## config.mk

```make
export PLATFORM = sky130hd
export DESIGN_NAME = simon_iterative_decipher_core_flat
export DESIGN_NICKNAME = d
export VERILOG_FILES = /design/src/rtl/simon_iterative_decipher_core_pkg.sv /design/src/rtl/simon_iterative_decipher_core_if.sv /design/src/rtl/simon_iterative_decipher_core_key_step.sv /design/src/rtl/simon_iterative_decipher_core.sv /design/src/flat_wrapper.sv
export SDC_FILE = /design/constraint.sdc
export NUM_CORES = 1
export LEC_CHECK = 0
export ABC_AREA = 1
export BUFFER_PORTS_ARGS = -buffer_cell sky130_fd_sc_hd__buf_4
export CORE_MARGIN = 4
export CORE_UTILIZATION = 44
export DETAILED_ROUTE_END_ITERATION = 12
export SYNTH_ARGS = -nofsm -noshare
export SYNTH_HDL_FRONTEND = slang
export SYNTH_HIERARCHICAL = 1
export SYNTH_SLANG_ARGS = --single-unit
```

## constraint.sdc

```tcl
create_clock -name clk -period 4.15 [get_ports clk]
set_input_delay 0.415 -clock clk [delete_from_list [all_inputs] [get_ports clk]]
set_output_delay 0.415 -clock clk [all_outputs]
set_load 0.05 [all_outputs]
```

## src/rtl/simon_iterative_decipher_core_pkg.sv

```systemverilog
// SIMON32/64 shared constants, FSM state type and word helpers.
// Used by the decipher core and its key-schedule step.
package simon_pkg;

    localparam int          ROUNDS        = 32;
    localparam int          KEY_EXP_STEPS = 28;
    localparam logic [15:0] C_CONST       = 16'hFFFC;
    // Bit j of the z0 sequence is Z0[61-j] (leftmost digit is j=0).
    localparam logic [61:0] Z0 =
        62'b11111010001001010110000111001101111101000100101011000011100110;

    typedef enum logic [1:0] {
        IDLE,
        EXPAND,
        DECRYPT,
        DONE
    } state_t;

    function automatic logic [15:0] rol16(
        input logic [15:0] v,
        input logic [3:0]  n
    );
        logic [31:0] w;
        w = {v, v} << n;
        return w[31:16];
    endfunction

    function automatic logic [15:0] ror16(
        input logic [15:0] v,
        input logic [3:0]  n
    );
        logic [31:0] w;
        w = {v, v} >> n;
        return w[15:0];
    endfunction

    function automatic logic [15:0] f_simon(input logic [15:0] v);
        return (rol16(v, 4'd1) & rol16(v, 4'd8)) ^ rol16(v, 4'd2);
    endfunction

    function automatic logic z0_bit(input logic [5:0] idx);
        logic [5:0] pos;
        pos = 6'd61 - idx;
        return (idx < 6'd62) ? Z0[pos] : 1'b0;
    endfunction

endpackage

```

## src/rtl/simon_iterative_decipher_core_if.sv

```systemverilog
// Handshake bundle of the SIMON32/64 decipher core.
// master: request/response side; slave: the core.
interface simon_iterative_decipher_core_if;

    logic        in_valid;
    logic        in_ready;
    logic [31:0] ciphertext;
    logic [63:0] key;
    logic        key_reuse;
    logic        out_valid;
    logic        out_ready;
    logic [31:0] plaintext;
    logic        busy;

    modport master (
        output in_valid, ciphertext, key, key_reuse, out_ready,
        input  in_ready, out_valid, plaintext, busy
    );

    modport slave (
        input  in_valid, ciphertext, key, key_reuse, out_ready,
        output in_ready, out_valid, plaintext, busy
    );

endinterface

```

## src/rtl/simon_iterative_decipher_core_key_step.sv

```systemverilog
// One SIMON32/64 key-schedule step over a 4-word window.
// Ports: i_w window, i_z z0 bit, i_dir (0 fwd, 1 inv), o_w next window.
module simon_key_step (
    input  logic [63:0] i_w,
    input  logic        i_z,
    input  logic        i_dir,
    output logic [63:0] o_w
);
    import simon_pkg::*;

    logic [15:0] w_tf;
    logic [15:0] w_ti;
    logic [15:0] w_kf;
    logic [15:0] w_ki;

    // Forward: W = {k(j+3),k(j+2),k(j+1),k(j)} -> new top word.
    assign w_tf = ror16(i_w[63:48], 4'd3) ^ i_w[31:16];
    assign w_kf = C_CONST ^ {15'd0, i_z} ^ i_w[15:0]
                ^ w_tf ^ ror16(w_tf, 4'd1);

    // Inverse: W = {k(i),k(i-1),k(i-2),k(i-3)} -> new bottom word.
    assign w_ti = ror16(i_w[47:32], 4'd3) ^ i_w[15:0];
    assign w_ki = C_CONST ^ {15'd0, i_z} ^ i_w[63:48]
                ^ w_ti ^ ror16(w_ti, 4'd1);

    assign o_w = i_dir ? {i_w[47:0], w_ki} : {w_kf, i_w[63:16]};

endmodule

```

## src/rtl/simon_iterative_decipher_core.sv

```systemverilog
// Iterative SIMON32/64 decryption: forward key expansion, then 32
// inverse rounds with backward key regeneration. clk, rst (async low), bus.
module simon_iterative_decipher_core
    import simon_pkg::*;
#(
    parameter int ROUNDS       = 32,
    parameter bit KEY_CACHE_EN = 1'b1
) (
    input logic clk,
    input logic rst,
    simon_iterative_decipher_core_if.slave bus
);

    localparam logic [4:0] LAST_RND  = 5'(ROUNDS - 1);
    localparam logic [4:0] LAST_STEP = 5'(KEY_EXP_STEPS - 1);

    state_t      r_state;
    state_t      w_next_state;
    logic [31:0] r_s;
    logic [31:0] r_pt;
    logic [63:0] r_w;
    logic [63:0] r_cache;
    logic        r_cache_v;
    logic [4:0]  r_cnt;
    logic        r_out_valid;

    logic        w_hit;
    logic        w_dir;
    logic        w_exp_last;
    logic [5:0]  w_zidx;
    logic [63:0] w_w_step;
    logic [63:0] w_w_next;
    logic [31:0] w_s_next;

    assign w_hit      = KEY_CACHE_EN && bus.key_reuse && r_cache_v;
    assign w_dir      = (r_state == DECRYPT);
    assign w_exp_last = (r_state == EXPAND) && (r_cnt == LAST_STEP);

    // Expansion step j uses z0[j]; inverse step at round i uses z0[i-4].
    assign w_zidx = w_dir ? (6'(r_cnt) - 6'd4) : 6'(r_cnt);

    simon_key_step u_key_step (
        .i_w   (r_w),
        .i_z   (z0_bit(w_zidx)),
        .i_dir (w_dir),
        .o_w   (w_w_step)
    );

    // Rounds 3..0 have no earlier key to regenerate.
    assign w_w_next = (w_dir && r_cnt < 5'd4) ? {r_w[47:0], 16'd0}
                                              : w_w_step;

    assign w_s_next = {r_s[15:0],
                       r_s[31:16] ^ f_simon(r_s[15:0]) ^ r_w[63:48]};

    always_ff @(posedge clk or negedge rst) begin
        if (!rst) r_state <= IDLE;
        else      r_state <= w_next_state;
    end

    always_comb begin
        w_next_state = r_state;
        unique case (r_state)
            IDLE:    if (bus.in_valid) w_next_state = w_hit ? DECRYPT : EXPAND;
            EXPAND:  if (w_exp_last) w_next_state = DECRYPT;
            DECRYPT: if (r_cnt == 5'd0) w_next_state = DONE;
            DONE:    if (bus.out_ready) w_next_state = IDLE;
            default: w_next_state = IDLE;
        endcase
    end

    always_ff @(posedge clk or negedge rst) begin
        if (!rst) begin
            r_s         <= '0;
            r_w         <= '0;
            r_cnt       <= '0;
            r_pt        <= '0;
            r_out_valid <= 1'b0;
        end else begin
            unique case (r_state)
                IDLE: begin
                    if (bus.in_valid) begin
                        r_s <= bus.ciphertext;
                        if (w_hit) begin
                            r_w   <= r_cache;
                            r_cnt <= LAST_RND;
                        end else begin
                            r_w   <= bus.key;
                            r_cnt <= 5'd0;
                        end
                    end
                end
                EXPAND: begin
                    r_w   <= w_w_next;
                    r_cnt <= w_exp_last ? LAST_RND : r_cnt + 5'd1;
                end
                DECRYPT: begin
                    r_s   <= w_s_next;
                    r_w   <= w_w_next;
                    r_cnt <= r_cnt - 5'd1;
                    if (r_cnt == 5'd0) begin
                        r_pt        <= w_s_next;
                        r_out_valid <= 1'b1;
                    end
                end
                DONE: begin
                    if (bus.out_ready) r_out_valid <= 1'b0;
                end
                default: ;
            endcase
        end
    end

    generate
        if (KEY_CACHE_EN) begin : g_cache
            always_ff @(posedge clk or negedge rst) begin
                if (!rst) begin
                    r_cache   <= '0;
                    r_cache_v <= 1'b0;
                end else if (w_exp_last) begin
                    r_cache   <= w_w_next;
                    r_cache_v <= 1'b1;
                end
            end
        end else begin : g_no_cache
            assign r_cache   = '0;
            assign r_cache_v = 1'b0;
        end
    endgenerate

    assign bus.in_ready  = (r_state == IDLE);
    assign bus.busy      = (r_state == EXPAND) || (r_state == DECRYPT);
    assign bus.out_valid = r_out_valid;
    assign bus.plaintext = r_pt;

endmodule

```

## src/flat_wrapper.sv

```systemverilog
// flat-port wrapper written by rule: the top's interface ports become plain ports
module simon_iterative_decipher_core_flat import simon_pkg::*;
#(
    parameter int ROUNDS       = 32,
    parameter bit KEY_CACHE_EN = 1'b1
)
  (clk, rst, bus_in_valid, bus_ciphertext, bus_key, bus_key_reuse, bus_out_ready, bus_in_ready, bus_out_valid, bus_plaintext, bus_busy);
  simon_iterative_decipher_core_if bus_i ();
  input logic clk;
  input logic rst;
  input wire logic [$bits(bus_i.in_valid)-1:0] bus_in_valid;
  input wire logic [$bits(bus_i.ciphertext)-1:0] bus_ciphertext;
  input wire logic [$bits(bus_i.key)-1:0] bus_key;
  input wire logic [$bits(bus_i.key_reuse)-1:0] bus_key_reuse;
  input wire logic [$bits(bus_i.out_ready)-1:0] bus_out_ready;
  output wire logic [$bits(bus_i.in_ready)-1:0] bus_in_ready;
  output wire logic [$bits(bus_i.out_valid)-1:0] bus_out_valid;
  output wire logic [$bits(bus_i.plaintext)-1:0] bus_plaintext;
  output wire logic [$bits(bus_i.busy)-1:0] bus_busy;
  assign bus_i.in_valid = bus_in_valid;
  assign bus_i.ciphertext = bus_ciphertext;
  assign bus_i.key = bus_key;
  assign bus_i.key_reuse = bus_key_reuse;
  assign bus_i.out_ready = bus_out_ready;
  assign bus_in_ready = bus_i.in_ready;
  assign bus_out_valid = bus_i.out_valid;
  assign bus_plaintext = bus_i.plaintext;
  assign bus_busy = bus_i.busy;
  simon_iterative_decipher_core #(.ROUNDS(ROUNDS), .KEY_CACHE_EN(KEY_CACHE_EN)) u_core (.clk(clk), .rst(rst), .bus(bus_i));
endmodule
```

==> out/summary.json, run 1 <==
{
  "run_status": {"value": "complete, no violations"},
  "netlist_area": {"value": 13100, "unit": "um^2"},
  "cpMaxStageDelayCell": {"value": "sky130_fd_sc_hd__ha_1"},
  "clkLatencyLatePin": {"value": 0.54, "unit": "ns"},
  "place_hpwl": {"value": 31400, "unit": "um"},
  "seq_area_frac_synth": {"value": 38.5, "unit": "%"},
  "cp.buffers_inverters": {"value": 2},
  "gr-total-overflow": {"value": 0},
  "drt-vias-per-instance": {"value": 5.28},
  "worst-setup-path-type": {"value": "reg2reg"},
  "synth_largest_area_cell": {"value": "sky130_fd_sc_hd__dfrtp_1"},
  "finalNetCount": {"value": 2141},
  "worst_path_largest_cell_delay": {"value": 0.48, "unit": "ns"},
  "dieWidth": {"value": 180, "unit": "um"},
  "worstPathArrival": {"value": 3.66, "unit": "ns"},
  "final_cells": {"value": 2424},
  "dp.cells": {"value": 2380},
  "avgRoutedWirePerCell": {"value": 17.8, "unit": "um"},
  "dieArea": {"value": 32500, "unit": "um^2"},
  "r2r-end": {"value": "u_core/r_w[48]"},
  "antenna-diode-count": {"value": 0},
  "cts.repair.resized": {"value": 0},
  "critical_path.cell_chain": {"value": "inv_1 > ha_4 > nand2_1 > inv_1 > nor2_2 > ha_1 > nand2_1 > o21ai_0 > nand3_1 > nand2_1 > nand2_1 > nand2_1 > nand2_1 > a21oi_1 > nand2_1 > nand2_2 > nand3_1 > nand3_1 > nand2_1 > nand2_1 > o21ai_0 > o211ai_1 > o21ai_0"},
  "maxCapViolCount": {"value": 0},
  "critPathLaunchType": {"value": "flip-flop"},
  "timing.final.setup_violations": {"value": 0},
  "firstDrtPassIters": {"value": 8},
  "grt_first_pass_wirelength": {"value": 69300, "unit": "um"},
  "htree_num_levels": {"value": 1},
  "worstSetupEndpointType": {"value": "flip-flop"},
  "fill_cells": {"value": 2953},
  "floorplan.core_area": {"value": 29000, "unit": "um^2"},
  "syn-mean-instance-area": {"value": 6.74, "unit": "um^2"},
  "route.vias.total": {"value": 12800},
  "r2r_start": {"value": "u_core/r_state[0]"},
  "final_core_utilization": {"value": 51.9, "unit": "%"},
  "post_cts.repair.setup_buffers": {"value": 0},
  "dpl_cell_area": {"value": 14300, "unit": "um^2"},
  "worst_path_dominant_cell_family": {"value": "simple AND/OR/NAND/NOR gates"},
  "critical_path_fanouts_max": {"value": 13},
  "initial_core_util": {"value": 45.0, "unit": "%"},
  "top_library_cells_by_usage_in_the_layout_fill_and_taps_aside": {"value": "sky130_fd_sc_hd__nand2_1, sky130_fd_sc_hd__o21ai_0, sky130_fd_sc_hd__dfrtp_1, sky130_fd_sc_hd__inv_1, sky130_fd_sc_hd__buf_4"},
  "clk_path_buf_depth": {"value": 3},
  "yosys_warnings": {"value": 6},
  "min_to": {"value": "u_core/r_s[5]"},
  "antenna_found_initial": {"value": 0},
  "layout_commonest_cell": {"value": "sky130_fd_sc_hd__nand2_1"},
  "rrSetupSlack": {"value": 0.89, "unit": "ns"},
  "tritoncts": {"value": "yes"},
  "portBuffers": {"value": 135},
  "syn_to_final_growth": {"value": 15.4, "unit": "%"},
  "period_needed": {"value": 3.26, "unit": "ns"},
  "clkSinkCount": {"value": 201},
  "number_of_standard_cells_after_synthesis": {"value": 1938},
  "gp_congestion": {"value": 0.910},
  "final_area": {"value": 15100, "unit": "um^2"},
  "grt_max_degree": {"value": 129},
  "finalHoldViolations": {"value": 0},
  "die_height": {"value": 180, "unit": "um"},
  "clock.fmax": {"value": 0.307, "unit": "GHz"},
  "synth_top_area_share": {"value": 38.5, "unit": "%"},
  "post_route_clock_skew": {"value": 0.0224, "unit": "ns"},
  "critical-path-top-cell-by-count": {"value": "sky130_fd_sc_hd__nand2_1"},
  "remaining_drc_errors": {"value": 0},
  "ranking_of_synthesized_cells_by_area": {"value": "sky130_fd_sc_hd__dfrtp_1, sky130_fd_sc_hd__nand2_1, sky130_fd_sc_hd__o21ai_0"},
  "relSlewSlack": {"value": 26.3, "unit": "%"},
  "final_layout_size_suffix_gt1_share": {"value": 11.3, "unit": "%"},
  "post-route-period-util": {"value": 78.6, "unit": "%"},
  "tritoncts.num_buffers": {"value": 24},
  "fin_tns_setup": {"value": 0, "unit": "ns"},
  "holdPathStages": {"value": 3},
  "slew_violations": {"value": 0},
  "grt_use_total": {"value": 26.1, "unit": "%"},
  "worstRegToRegCells": {"value": 23},
  "num_rows": {"value": 62},
  "timing.critical_path.required": {"value": 4.55, "unit": "ns"},
  "worst_setup_hold_path_clk_slew": {"value": 0.06, "unit": "ns"},
  "grt_pass1_vias": {"value": 12700},
  "postRouteAntennaNets": {"value": 0},
  "io_pins": {"value": 136},
  "hold_class": {"value": "in2reg"},
  "postSynthRegisterBits": {"value": 201},
  "synthDistinctLibCells": {"value": 36},
  "multi_input_area": {"value": 6850, "unit": "um^2"},
  "drt_wl_total": {"value": 43100, "unit": "um"},
  "layout.area.seq": {"value": 5030, "unit": "um^2"},
  "postSynthNetCount": {"value": 2056},
  "hold_crit_start": {"value": "bus_ciphertext[5]"},
  "tightestPinTransition": {"value": 1.10, "unit": "ns"},
  "rsz0062_at_grt": {"value": "false"},
  "root_buffer": {"value": "sky130_fd_sc_hd__clkbuf_16"},
  "drt-initial-drc-count": {"value": 889}
}
[cell usage after synthesis]
library cell               number
sky130_fd_sc_hd__nand2_1      817
sky130_fd_sc_hd__o21ai_0      227
sky130_fd_sc_hd__dfrtp_1      201
sky130_fd_sc_hd__inv_1        160
sky130_fd_sc_hd__nand3_1      157
sky130_fd_sc_hd__buf_2         54
sky130_fd_sc_hd__xor2_1        54
sky130_fd_sc_hd__nor2_1        48
sky130_fd_sc_hd__o211ai_1      43
sky130_fd_sc_hd__clkbuf_1      22
sky130_fd_sc_hd__a21oi_1       21
sky130_fd_sc_hd__o22ai_1       21
sky130_fd_sc_hd__buf_4         20
sky130_fd_sc_hd__nand3b_1      19
sky130_fd_sc_hd__ha_1          17
sky130_fd_sc_hd__inv_2         15
sky130_fd_sc_hd__a211oi_1       5
sky130_fd_sc_hd__a22oi_1        5
sky130_fd_sc_hd__o21ai_1        5
sky130_fd_sc_hd__buf_6          4
sky130_fd_sc_hd__nand2_2        4
sky130_fd_sc_hd__buf_1          3
sky130_fd_sc_hd__nor2_2         2
sky130_fd_sc_hd__or2_2          2
sky130_fd_sc_hd__a21boi_0       1
sky130_fd_sc_hd__a21oi_2        1
sky130_fd_sc_hd__a31oi_1        1
sky130_fd_sc_hd__inv_4          1
sky130_fd_sc_hd__nand3_2        1
sky130_fd_sc_hd__nand4_1        1
sky130_fd_sc_hd__nand4_2        1
sky130_fd_sc_hd__nor2_4         1
sky130_fd_sc_hd__o21a_1         1
sky130_fd_sc_hd__o21ai_4        1
sky130_fd_sc_hd__o221ai_1       1
sky130_fd_sc_hd__xnor2_1        1
[logic make-up (layout without fill, tap and decap cells)]
| family | after synthesis | count (layout) | synth area share [%] |
|---|---|---|---|
| DFF | 201 | 201 | 38.5 |
| and+or+nand+nor | 1053 | 1053 | 32.7 |
| xor gates and xnor gates | 55 | 55 | 3.69 |
| buffers and inverters | 279 | 381 | 9.36 |
| adders and majority gates | 17 | 17 | 1.63 |
| AOI/OAI and AO/OA | 333 | 333 | 14.2 |
[sequential cells by signal (all words and copies together) (netlist names)]
signal and count:
u_core/r_cache 64, u_core/bus.plaintext 32, u_core/r_cnt 5, u_core/bus.out_valid 1, u_core/r_state 2, u_core/r_w 64
u_core/r_cache_v 1, u_core/r_s 32
[per-layer routing]
metal | share of wire, % | GRT usage (%)
met5 | 0 | 0
met4 | 3.5 | 7.99
met2 | 47 | 43.8
met1 | 45 | 35.2
met3 | 4.9 | 3.57
[tightest hold or removal path, cell delays in order]
cell                      delay (ns)
sky130_fd_sc_hd__buf_4          0.08
sky130_fd_sc_hd__o21ai_1        0.04
sky130_fd_sc_hd__o22ai_1        0.11
[repair_timing]
action                                 CTS  global route
endpoints found under the hold margin   70             0
hold buffers                             1             0
setup endpoints to repair                0             0
[area by class of cell]
type / count / area share, %
tap: 384 / 3.19
clock inverter: 8 / 0.697
sequential: 201 / 33.4
clock buffer: 35 / 4.59
timing repair buffer: 162 / 8.29
multi-input combinational: 1458 / 45.4
inverter: 176 / 4.41
[metrics by stage]
stage                     setup slack (ns)  hold slack, ns
after floorplan                       1.11           0.119
after CTS                            0.897           0.134
after global placement                1.01           0.462
after global routing                 0.437           0.142
final                                0.889           0.154
after detailed placement             0.910           0.466
[how the worst max path moves through the flow]
stage / slack (ns) / start / depth (start not counted) / to
6_report: 0.89 / u_core/r_state[0] / 23 / u_core/r_w[48]
3_3_place_gp: 1.01 / u_core/r_state[0] / 23 / u_core/r_w[48]
3_5_place_dp: 0.91 / u_core/r_state[0] / 23 / u_core/r_w[48]
4_1_cts: 0.90 / u_core/r_state[0] / 23 / u_core/r_w[48]
5_1_grt: 0.44 / u_core/r_state[0] / 23 / u_core/r_w[48]
2_1_floorplan: 1.11 / u_core/r_state[0] / 24 / u_core/r_w[48]
Power of run 1 is not shown: default switching activity piles up to over one toggle a cycle in this logic, so the estimate is an artifact.
==> inputs of run 2 (changes only) <==
clock period = 3.3 ns   (was 4.15 ns; I/O delays follow)
==> out/summary.json, run 2 (synthesized netlist as in run 1, its figures left out) <==
{
  "run_status": {"value": "complete, no violations", "change": "unchanged"},
  "antenna-diode-count": {"value": 0, "change": "unchanged"},
  "drt-vias-per-instance": {"value": 5.34, "change": "was 5.28"},
  "slew_violations": {"value": 0, "change": "unchanged"},
  "antenna_found_initial": {"value": 1, "change": "was 0"},
  "timing.final.setup_violations": {"value": 0, "change": "unchanged"},
  "rrSetupSlack": {"value": 0.31, "unit": "ns", "change": "was 0.89 ns"},
  "dieArea": {"value": 32500, "unit": "um^2", "change": "unchanged"},
  "clkSinkCount": {"value": 201, "change": "unchanged"},
  "setup.worst_path.start": {"value": "u_core/r_state[0]", "change": "unchanged"},
  "place_hpwl": {"value": 31100, "unit": "um", "change": "was 31,400 um"},
  "worst-setup-path-type": {"value": "reg2reg", "change": "unchanged"},
  "rsz0062_at_grt": {"value": "false", "change": "unchanged"},
  "critical_path.cell_chain": {"value": "inv_2 > ha_4 > nor2_1 > nor2_2 > ha_4 > o21ai_0 > nand3_1 > nand2_1 > nand2_1 > nand2_1 > nand2_1 > a21oi_2 > nand2_1 > nand2_2 > nand3_1 > nand3_1 > nand2_1 > nand2_1 > o21ai_0 > o211ai_1 > o21ai_0", "change": "was inv_1 > ha_4 > nand2_1 > inv_1 > nor2_2 > ha_1 > nand2_1 > o21ai_0 > nand3_1 > nand2_1 > nand2_1 > nand2_1 > nand2_1 > a21oi_1 > nand2_1 > nand2_2 > nand3_1 > nand3_1 > nand2_1 > nand2_1 > o21ai_0 > o211ai_1 > o21ai_0"},
  "route.vias.total": {"value": 13000, "change": "was 12,800"},
  "drt_wl_total": {"value": 43600, "unit": "um", "change": "was 43,100 um"},
  "maxCapViolCount": {"value": 0, "change": "unchanged"},
  "num_rows": {"value": 62, "change": "unchanged"},
  "hold_class": {"value": "in2reg", "change": "unchanged"},
  "top_library_cells_by_usage_in_the_layout_fill_and_taps_aside": {"value": "sky130_fd_sc_hd__nand2_1, sky130_fd_sc_hd__o21ai_0, sky130_fd_sc_hd__dfrtp_1, sky130_fd_sc_hd__buf_4, sky130_fd_sc_hd__inv_1", "change": "was sky130_fd_sc_hd__nand2_1, sky130_fd_sc_hd__o21ai_0, sky130_fd_sc_hd__dfrtp_1, sky130_fd_sc_hd__inv_1, sky130_fd_sc_hd__buf_4"},
  "gp_congestion": {"value": 0.924, "change": "was 0.910"},
  "worst_path_largest_cell_delay": {"value": 0.42, "unit": "ns", "change": "was 0.48 ns"},
  "finalHoldViolations": {"value": 0, "change": "unchanged"},
  "io_pins": {"value": 136, "change": "unchanged"},
  "fin_tns_setup": {"value": 0, "unit": "ns", "change": "unchanged"},
  "period_needed": {"value": 2.99, "unit": "ns", "change": "was 3.26 ns"},
  "postRouteAntennaNets": {"value": 0, "change": "unchanged"},
  "worstSetupEndpointType": {"value": "flip-flop", "change": "unchanged"},
  "clock.fmax": {"value": 0.335, "unit": "GHz", "change": "was 0.307 GHz"},
  "portBuffers": {"value": 135, "change": "unchanged"},
  "htree_num_levels": {"value": 1, "change": "unchanged"},
  "grt_pass1_vias": {"value": 12500, "change": "was 12,700"},
  "layout_commonest_cell": {"value": "sky130_fd_sc_hd__nand2_1", "change": "unchanged"},
  "reg_top3": {"value": "u_core/r_cache x64, u_core/r_w x64", "change": "unchanged"},
  "drt-initial-drc-count": {"value": 1078, "change": "was 889"},
  "timing.critical_path.to": {"value": "u_core/r_w[48]", "change": "unchanged"},
  "fill_cells": {"value": 2939, "change": "was 2,953"},
  "finalNetCount": {"value": 2146, "change": "was 2,141"},
  "relSlewSlack": {"value": 42.0, "unit": "%", "change": "was 26.3%"},
  "critical_path_fanouts_max": {"value": 13, "change": "unchanged"},
  "gr-total-overflow": {"value": 0, "change": "unchanged"},
  "critical-path-top-cell-by-count": {"value": "sky130_fd_sc_hd__nand2_1", "change": "unchanged"},
  "clk_path_buf_depth": {"value": 3, "change": "unchanged"},
  "grt_max_degree": {"value": 148, "change": "was 129"},
  "syn_to_final_growth": {"value": 16.4, "unit": "%", "change": "was 15.4%"},
  "cpMaxStageDelayCell": {"value": "sky130_fd_sc_hd__dfrtp_1", "change": "was sky130_fd_sc_hd__ha_1"},
  "timing.critical_path.required": {"value": 3.69, "unit": "ns", "change": "was 4.55 ns"},
  "initial_core_util": {"value": 45.0, "unit": "%", "change": "unchanged"},
  "clkLatencyLatePin": {"value": 0.53, "unit": "ns", "change": "was 0.54 ns"},
  "post_route_clock_skew": {"value": 0.0146, "unit": "ns", "change": "was 0.0224 ns"},
  "final_layout_size_suffix_gt1_share": {"value": 11.7, "unit": "%", "change": "was 11.3%"},
  "tightestPinTransition": {"value": 0.871, "unit": "ns", "change": "was 1.10 ns"},
  "avgRoutedWirePerCell": {"value": 18.0, "unit": "um", "change": "was 17.8 um"},
  "post_cts.repair.setup_buffers": {"value": 0, "change": "unchanged"},
  "remaining_drc_errors": {"value": 0, "change": "unchanged"},
  "grt_first_pass_wirelength": {"value": 68400, "unit": "um", "change": "was 69,300 um"},
  "critPathLaunchType": {"value": "flip-flop", "change": "unchanged"},
  "worstRegToRegCells": {"value": 21, "change": "was 23"},
  "firstDrtPassIters": {"value": 6, "change": "was 8"},
  "dieWidth": {"value": 180, "unit": "um", "change": "unchanged"},
  "die_height": {"value": 180, "unit": "um", "change": "unchanged"},
  "floorplan.core_area": {"value": 29000, "unit": "um^2", "change": "unchanged"},
  "r2r_start": {"value": "u_core/r_state[0]", "change": "unchanged"},
  "r2r-end": {"value": "u_core/r_w[48]", "change": "unchanged"},
  "post-route-period-util": {"value": 90.5, "unit": "%", "change": "was 78.6%"},
  "grt_use_total": {"value": 25.7, "unit": "%", "change": "was 26.1%"},
  "tritoncts": {"value": "yes", "change": "unchanged"},
  "root_buffer": {"value": "sky130_fd_sc_hd__clkbuf_16", "change": "unchanged"},
  "tritoncts.num_buffers": {"value": 23, "change": "was 24"},
  "worstPathArrival": {"value": 3.38, "unit": "ns", "change": "was 3.66 ns"},
  "worst_setup_hold_path_clk_slew": {"value": 0.06, "unit": "ns", "change": "about the same"}
}
==> run 2: changes by cell type in the layout (fill, tap and decap cells not counted), sizes merged <==
| cell | change |
|---|---|
| buf | +5 |
| clkbuf | +1 |
| clkinv | -3 |
| inv | +1 |
==> run 2: worst max-delay path: cells and delay by family (launching register included) <==
family / cells / cell delay (ns)
AND/OR/NAND/NOR: 13 / 1.05
AO/OA/AOI/OAI: 5 / 0.77
flip-flops: 1 / 0.42
adder cells (fa/ha/maj): 2 / 0.49
buffers and inverters: 1 / 0.12
==> run 2: cell type report <==
cell class	count	area, um^2	area share [%]
Tap cell	384	480	3.16
Inverter	176	664	4.37
Clock inverter	6	98.8	0.650
Multi-Input combinational cell	1458	6860	45.2
Sequential cell	201	5030	33.1
Clock buffer	35	691	4.54
Timing Repair Buffer	168	1370	9.01
==> run 2: worst min path at each step <==
stage | from | endpoint | slack [ns] | depth (start not counted)
final | bus_ciphertext[31] | u_core/r_s[31] | 0.08 | 3
after global routing | bus_ciphertext[31] | u_core/r_s[31] | 0.08 | 3
after CTS | bus_ciphertext[31] | u_core/r_s[31] | 0.07 | 3
after detailed placement | rst | u_core/r_cache[8] | 0.44 | 1
after global placement | rst | u_core/r_cache[8] | 0.45 | 1
after floorplan | rst | u_core/bus.out_valid | 0.03 | 0
==> run 2: metal layers <==
layer | global-route usage, % | routed length [um] | vias up
li1 | - | - | 6389
met1 | 34.7 | 19200 | 6131
met2 | 43.6 | 20900 | 386
met5 | 0 | 20 | -
met3 | 3.63 | 2280 | 65
met4 | 6.72 | 1220 | 2
==> run 2: stage by stage <==
| stage | setup WS (ns) | area (um^2) | utilization, % | cells | hold WS (ns) |
|---|---|---|---|---|---|
| after global routing | 0.0521 | 15200 | 52.4 | 2428 | 0.0803 |
| after floorplan | 0.262 | 13100 | - | 1938 | 0.0344 |
| final | 0.315 | 15200 | 52.4 | 2428 | 0.0844 |
| after global placement | 0.267 | 14400 | 49.5 | 2385 | 0.447 |
| after detailed placement | 0.172 | 14400 | 49.5 | 2385 | 0.438 |
| after CTS | 0.136 | 15100 | 52.2 | 2427 | 0.0710 |
==> run 2: timing repair <==
| item | CTS | global route |
|---|---|---|
| gates resized for setup | 0 | 5 |
| endpoints found under the hold margin | 85 | 0 |
| endpoints found under the setup margin | 0 | 4 |
| hold buffers | 1 | 0 |
Power of run 2 is left out for the same reason.
==> inputs of run 3 (changes only) <==
PLACE_DENSITY = 0.72   (was not set)
==> out/summary.json, run 3 (synthesized netlist as in run 1, its figures left out) <==
{
  "run_status": {"value": "complete, no violations", "change": "unchanged"},
  "final_area": {"value": 15200, "unit": "um^2", "change": "about the same"},
  "die_height": {"value": 180, "unit": "um", "change": "unchanged"},
  "root_buffer": {"value": "sky130_fd_sc_hd__clkbuf_16", "change": "unchanged"},
  "rsz0062_at_grt": {"value": "false", "change": "unchanged"},
  "finalNetCount": {"value": 2142, "change": "was 2,146"},
  "fin_tns_setup": {"value": 0, "unit": "ns", "change": "unchanged"},
  "dieWidth": {"value": 180, "unit": "um", "change": "unchanged"},
  "relSlewSlack": {"value": 46.7, "unit": "%", "change": "was 42.0%"},
  "timing.critical_path.required": {"value": 3.70, "unit": "ns", "change": "was 3.69 ns"},
  "reg_top3": {"value": "u_core/r_cache x64, u_core/r_w x64", "change": "unchanged"},
  "tritoncts": {"value": "yes", "change": "unchanged"},
  "syn_to_final_growth": {"value": 16.4, "unit": "%", "change": "about the same"},
  "antenna-diode-count": {"value": 0, "change": "unchanged"},
  "layout.area.seq": {"value": 5030, "unit": "um^2", "change": "about the same"},
  "final_core_utilization": {"value": 52.4, "unit": "%", "change": "about the same"},
  "critPathLaunchType": {"value": "flip-flop", "change": "unchanged"},
  "avgRoutedWirePerCell": {"value": 17.2, "unit": "um", "change": "was 18.0 um"},
  "drt-vias-per-instance": {"value": 5.35, "change": "was 5.34"},
  "clkLatencyLatePin": {"value": 0.54, "unit": "ns", "change": "was 0.53 ns"},
  "drt-initial-drc-count": {"value": 1288, "change": "was 1,078"},
  "layout_commonest_cell": {"value": "sky130_fd_sc_hd__nand2_1", "change": "unchanged"},
  "critical-path-top-cell-by-count": {"value": "sky130_fd_sc_hd__nand2_1", "change": "unchanged"},
  "clock.fmax": {"value": 0.338, "unit": "GHz", "change": "was 0.335 GHz"},
  "post_cts.repair.setup_buffers": {"value": 0, "change": "unchanged"},
  "dieArea": {"value": 32500, "unit": "um^2", "change": "unchanged"},
  "num_rows": {"value": 62, "change": "unchanged"},
  "portBuffers": {"value": 135, "change": "unchanged"},
  "cp.buffers_inverters": {"value": 2, "change": "was 1"},
  "place_hpwl": {"value": 30500, "unit": "um", "change": "was 31,100 um"},
  "post_route_clock_skew": {"value": 0.0196, "unit": "ns", "change": "was 0.0146 ns"},
  "worstSetupEndpointType": {"value": "flip-flop", "change": "unchanged"},
  "grt_first_pass_wirelength": {"value": 66200, "unit": "um", "change": "was 68,400 um"},
  "grt_pass1_vias": {"value": 12500, "change": "about the same"},
  "period_needed": {"value": 2.96, "unit": "ns", "change": "was 2.99 ns"},
  "worst_setup_hold_path_clk_slew": {"value": 0.06, "unit": "ns", "change": "about the same"},
  "drt_wl_total": {"value": 41800, "unit": "um", "change": "was 43,600 um"},
  "remaining_drc_errors": {"value": 0, "change": "unchanged"},
  "gr-total-overflow": {"value": 0, "change": "unchanged"},
  "worst_hold_slack": {"value": 0.0816, "unit": "ns", "change": "was 0.0844 ns"},
  "firstDrtPassIters": {"value": 9, "change": "was 6"},
  "worstPathArrival": {"value": 3.36, "unit": "ns", "change": "was 3.38 ns"},
  "cpMaxStageDelayCell": {"value": "sky130_fd_sc_hd__dfrtp_1", "change": "unchanged"},
  "floorplan.core_area": {"value": 29000, "unit": "um^2", "change": "unchanged"},
  "io_pins": {"value": 136, "change": "unchanged"},
  "hold_class": {"value": "in2reg", "change": "unchanged"},
  "gp_congestion": {"value": 0.946, "change": "was 0.924"},
  "worst_path_largest_cell_delay": {"value": 0.42, "unit": "ns", "change": "about the same"},
  "final_layout_size_suffix_gt1_share": {"value": 11.7, "unit": "%", "change": "about the same"},
  "multi_input_area": {"value": 6860, "unit": "um^2", "change": "unchanged"},
  "initial_core_util": {"value": 45.0, "unit": "%", "change": "unchanged"},
  "clkSinkCount": {"value": 201, "change": "unchanged"},
  "dpl_cell_area": {"value": 14300, "unit": "um^2", "change": "was 14,400 um^2"},
  "finalHoldViolations": {"value": 0, "change": "unchanged"},
  "fill_cells": {"value": 2892, "change": "was 2,939"},
  "tightestPinTransition": {"value": 0.800, "unit": "ns", "change": "was 0.871 ns"},
  "maxCapViolCount": {"value": 0, "change": "unchanged"},
  "antenna_found_initial": {"value": 0, "change": "was 1"},
  "worst-setup-path-type": {"value": "reg2reg", "change": "unchanged"},
  "htree_num_levels": {"value": 1, "change": "unchanged"},
  "route.vias.total": {"value": 13000, "change": "about the same"},
  "critical_path.cell_chain": {"value": "inv_2 > ha_4 > nand2_1 > inv_1 > nor2_2 > ha_4 > nand2_1 > o21ai_0 > nand3_1 > nand2_1 > nand2_1 > nand2_1 > nand2_1 > a21oi_2 > nand2_1 > nand2_2 > nand3_1 > nand3_1 > nand2_1 > nand2_1 > o21ai_0 > o211ai_1 > o21ai_0", "change": "was inv_2 > ha_4 > nor2_1 > nor2_2 > ha_4 > o21ai_0 > nand3_1 > nand2_1 > nand2_1 > nand2_1 > nand2_1 > a21oi_2 > nand2_1 > nand2_2 > nand3_1 > nand3_1 > nand2_1 > nand2_1 > o21ai_0 > o211ai_1 > o21ai_0"},
  "grt_max_degree": {"value": 90, "change": "was 148"},
  "slew_violations": {"value": 0, "change": "unchanged"},
  "worst_path_dominant_cell_family": {"value": "simple AND/OR/NAND/NOR gates", "change": "unchanged"},
  "grt_use_total": {"value": 24.7, "unit": "%", "change": "was 25.7%"},
  "rrSetupSlack": {"value": 0.34, "unit": "ns", "change": "was 0.31 ns"},
  "post-route-period-util": {"value": 89.7, "unit": "%", "change": "was 90.5%"},
  "top_library_cells_by_usage_in_the_layout_fill_and_taps_aside": {"value": "sky130_fd_sc_hd__nand2_1, sky130_fd_sc_hd__o21ai_0, sky130_fd_sc_hd__dfrtp_1, sky130_fd_sc_hd__inv_1, sky130_fd_sc_hd__nand3_1", "change": "was sky130_fd_sc_hd__nand2_1, sky130_fd_sc_hd__o21ai_0, sky130_fd_sc_hd__dfrtp_1, sky130_fd_sc_hd__buf_4, sky130_fd_sc_hd__inv_1"},
  "timing.final.setup_violations": {"value": 0, "change": "unchanged"},
  "critical_path_fanouts_max": {"value": 13, "change": "unchanged"},
  "postRouteAntennaNets": {"value": 0, "change": "unchanged"},
  "clk_path_buf_depth": {"value": 3, "change": "unchanged"},
  "tritoncts.num_buffers": {"value": 24, "change": "was 23"}
}
## run 3: cell types whose count changed in the layout (fill, tap and decap cells not counted)
cell,delta
sky130_fd_sc_hd__clkbuf_8,-2
sky130_fd_sc_hd__clkinv_16,+1
sky130_fd_sc_hd__bufinv_16,+2
sky130_fd_sc_hd__dfrtp_2,+2
sky130_fd_sc_hd__buf_16,-1
sky130_fd_sc_hd__dfrtp_1,-2
sky130_fd_sc_hd__inv_16,-1
sky130_fd_sc_hd__clkbuf_1,-1
sky130_fd_sc_hd__buf_4,-4
sky130_fd_sc_hd__buf_6,+1
sky130_fd_sc_hd__inv_8,+1
## run 3: per-stage QoR
step / std cells / setup WS [ns]
floorplan: 1938 / 0.262
global placement: 2381 / 0.218
detailed placement: 2381 / 0.0110
CTS: 2424 / 0.0528
global route: 2424 / 0.00887
finish: 2424 / 0.340
## run 3: worst register-to-register path: stages (launching register included)
cell and delay [ns]:
sky130_fd_sc_hd__dfrtp_1 0.42, sky130_fd_sc_hd__inv_2 0.12, sky130_fd_sc_hd__ha_4 0.17, sky130_fd_sc_hd__nand2_1 0.07
sky130_fd_sc_hd__inv_1 0.08, sky130_fd_sc_hd__nor2_2 0.05, sky130_fd_sc_hd__ha_4 0.33, sky130_fd_sc_hd__nand2_1 0.09
sky130_fd_sc_hd__o21ai_0 0.08, sky130_fd_sc_hd__nand3_1 0.10, sky130_fd_sc_hd__nand2_1 0.09, sky130_fd_sc_hd__nand2_1 0.06
sky130_fd_sc_hd__nand2_1 0.05, sky130_fd_sc_hd__nand2_1 0.06, sky130_fd_sc_hd__a21oi_2 0.19, sky130_fd_sc_hd__nand2_1 0.09
sky130_fd_sc_hd__nand2_2 0.09, sky130_fd_sc_hd__nand3_1 0.07, sky130_fd_sc_hd__nand3_1 0.08, sky130_fd_sc_hd__nand2_1 0.05
sky130_fd_sc_hd__nand2_1 0.06, sky130_fd_sc_hd__o21ai_0 0.11, sky130_fd_sc_hd__o211ai_1 0.19, sky130_fd_sc_hd__o21ai_0 0.11
## run 3: area by class of cell
cell class / count / share of cell area [%]
Clock inverter: 9 / 1.18
Sequential cell: 201 / 33.1
Timing Repair Buffer: 163 / 8.54
Inverter: 176 / 4.37
Multi-Input combinational cell: 1458 / 45.1
Clock buffer: 33 / 4.50
Tap cell: 384 / 3.16
## run 3: worst paths after layout
| check | start | endpoint | cells after the start |
|---|---|---|---|
| setup / recovery | u_core/r_state[0] | u_core/r_w[48] | 23 |
| hold / removal | bus_ciphertext[31] | u_core/r_s[31] | 3 |
| setup reg to reg | u_core/r_state[0] | u_core/r_w[48] | 23 |
| hold reg to reg | u_core/r_cache[28] | u_core/r_cache[28] | 2 |
| max in group asynchronous | rst | u_core/r_cnt[2] | 3 |
| min in group asynchronous | rst | u_core/r_cache[21] | 2 |
## run 3: per-layer routing
layer | vias up | wire length [um] | GRT usage (%)
li1 | 6360 | - | -
met1 | 6112 | 18200 | 33.8
met2 | 432 | 19400 | 40.8
met3 | 68 | 2760 | 3.43
met4 | 0 | 1410 | 7.83
met5 | - | 0 | 0
## run 3: what timing repair did
item	CTS	global route
resized for setup	1	6
setup endpoints to repair	1	4
endpoints found under the hold margin	65	0
hold buffers	1	0
Power of run 3 is left out for the same reason.
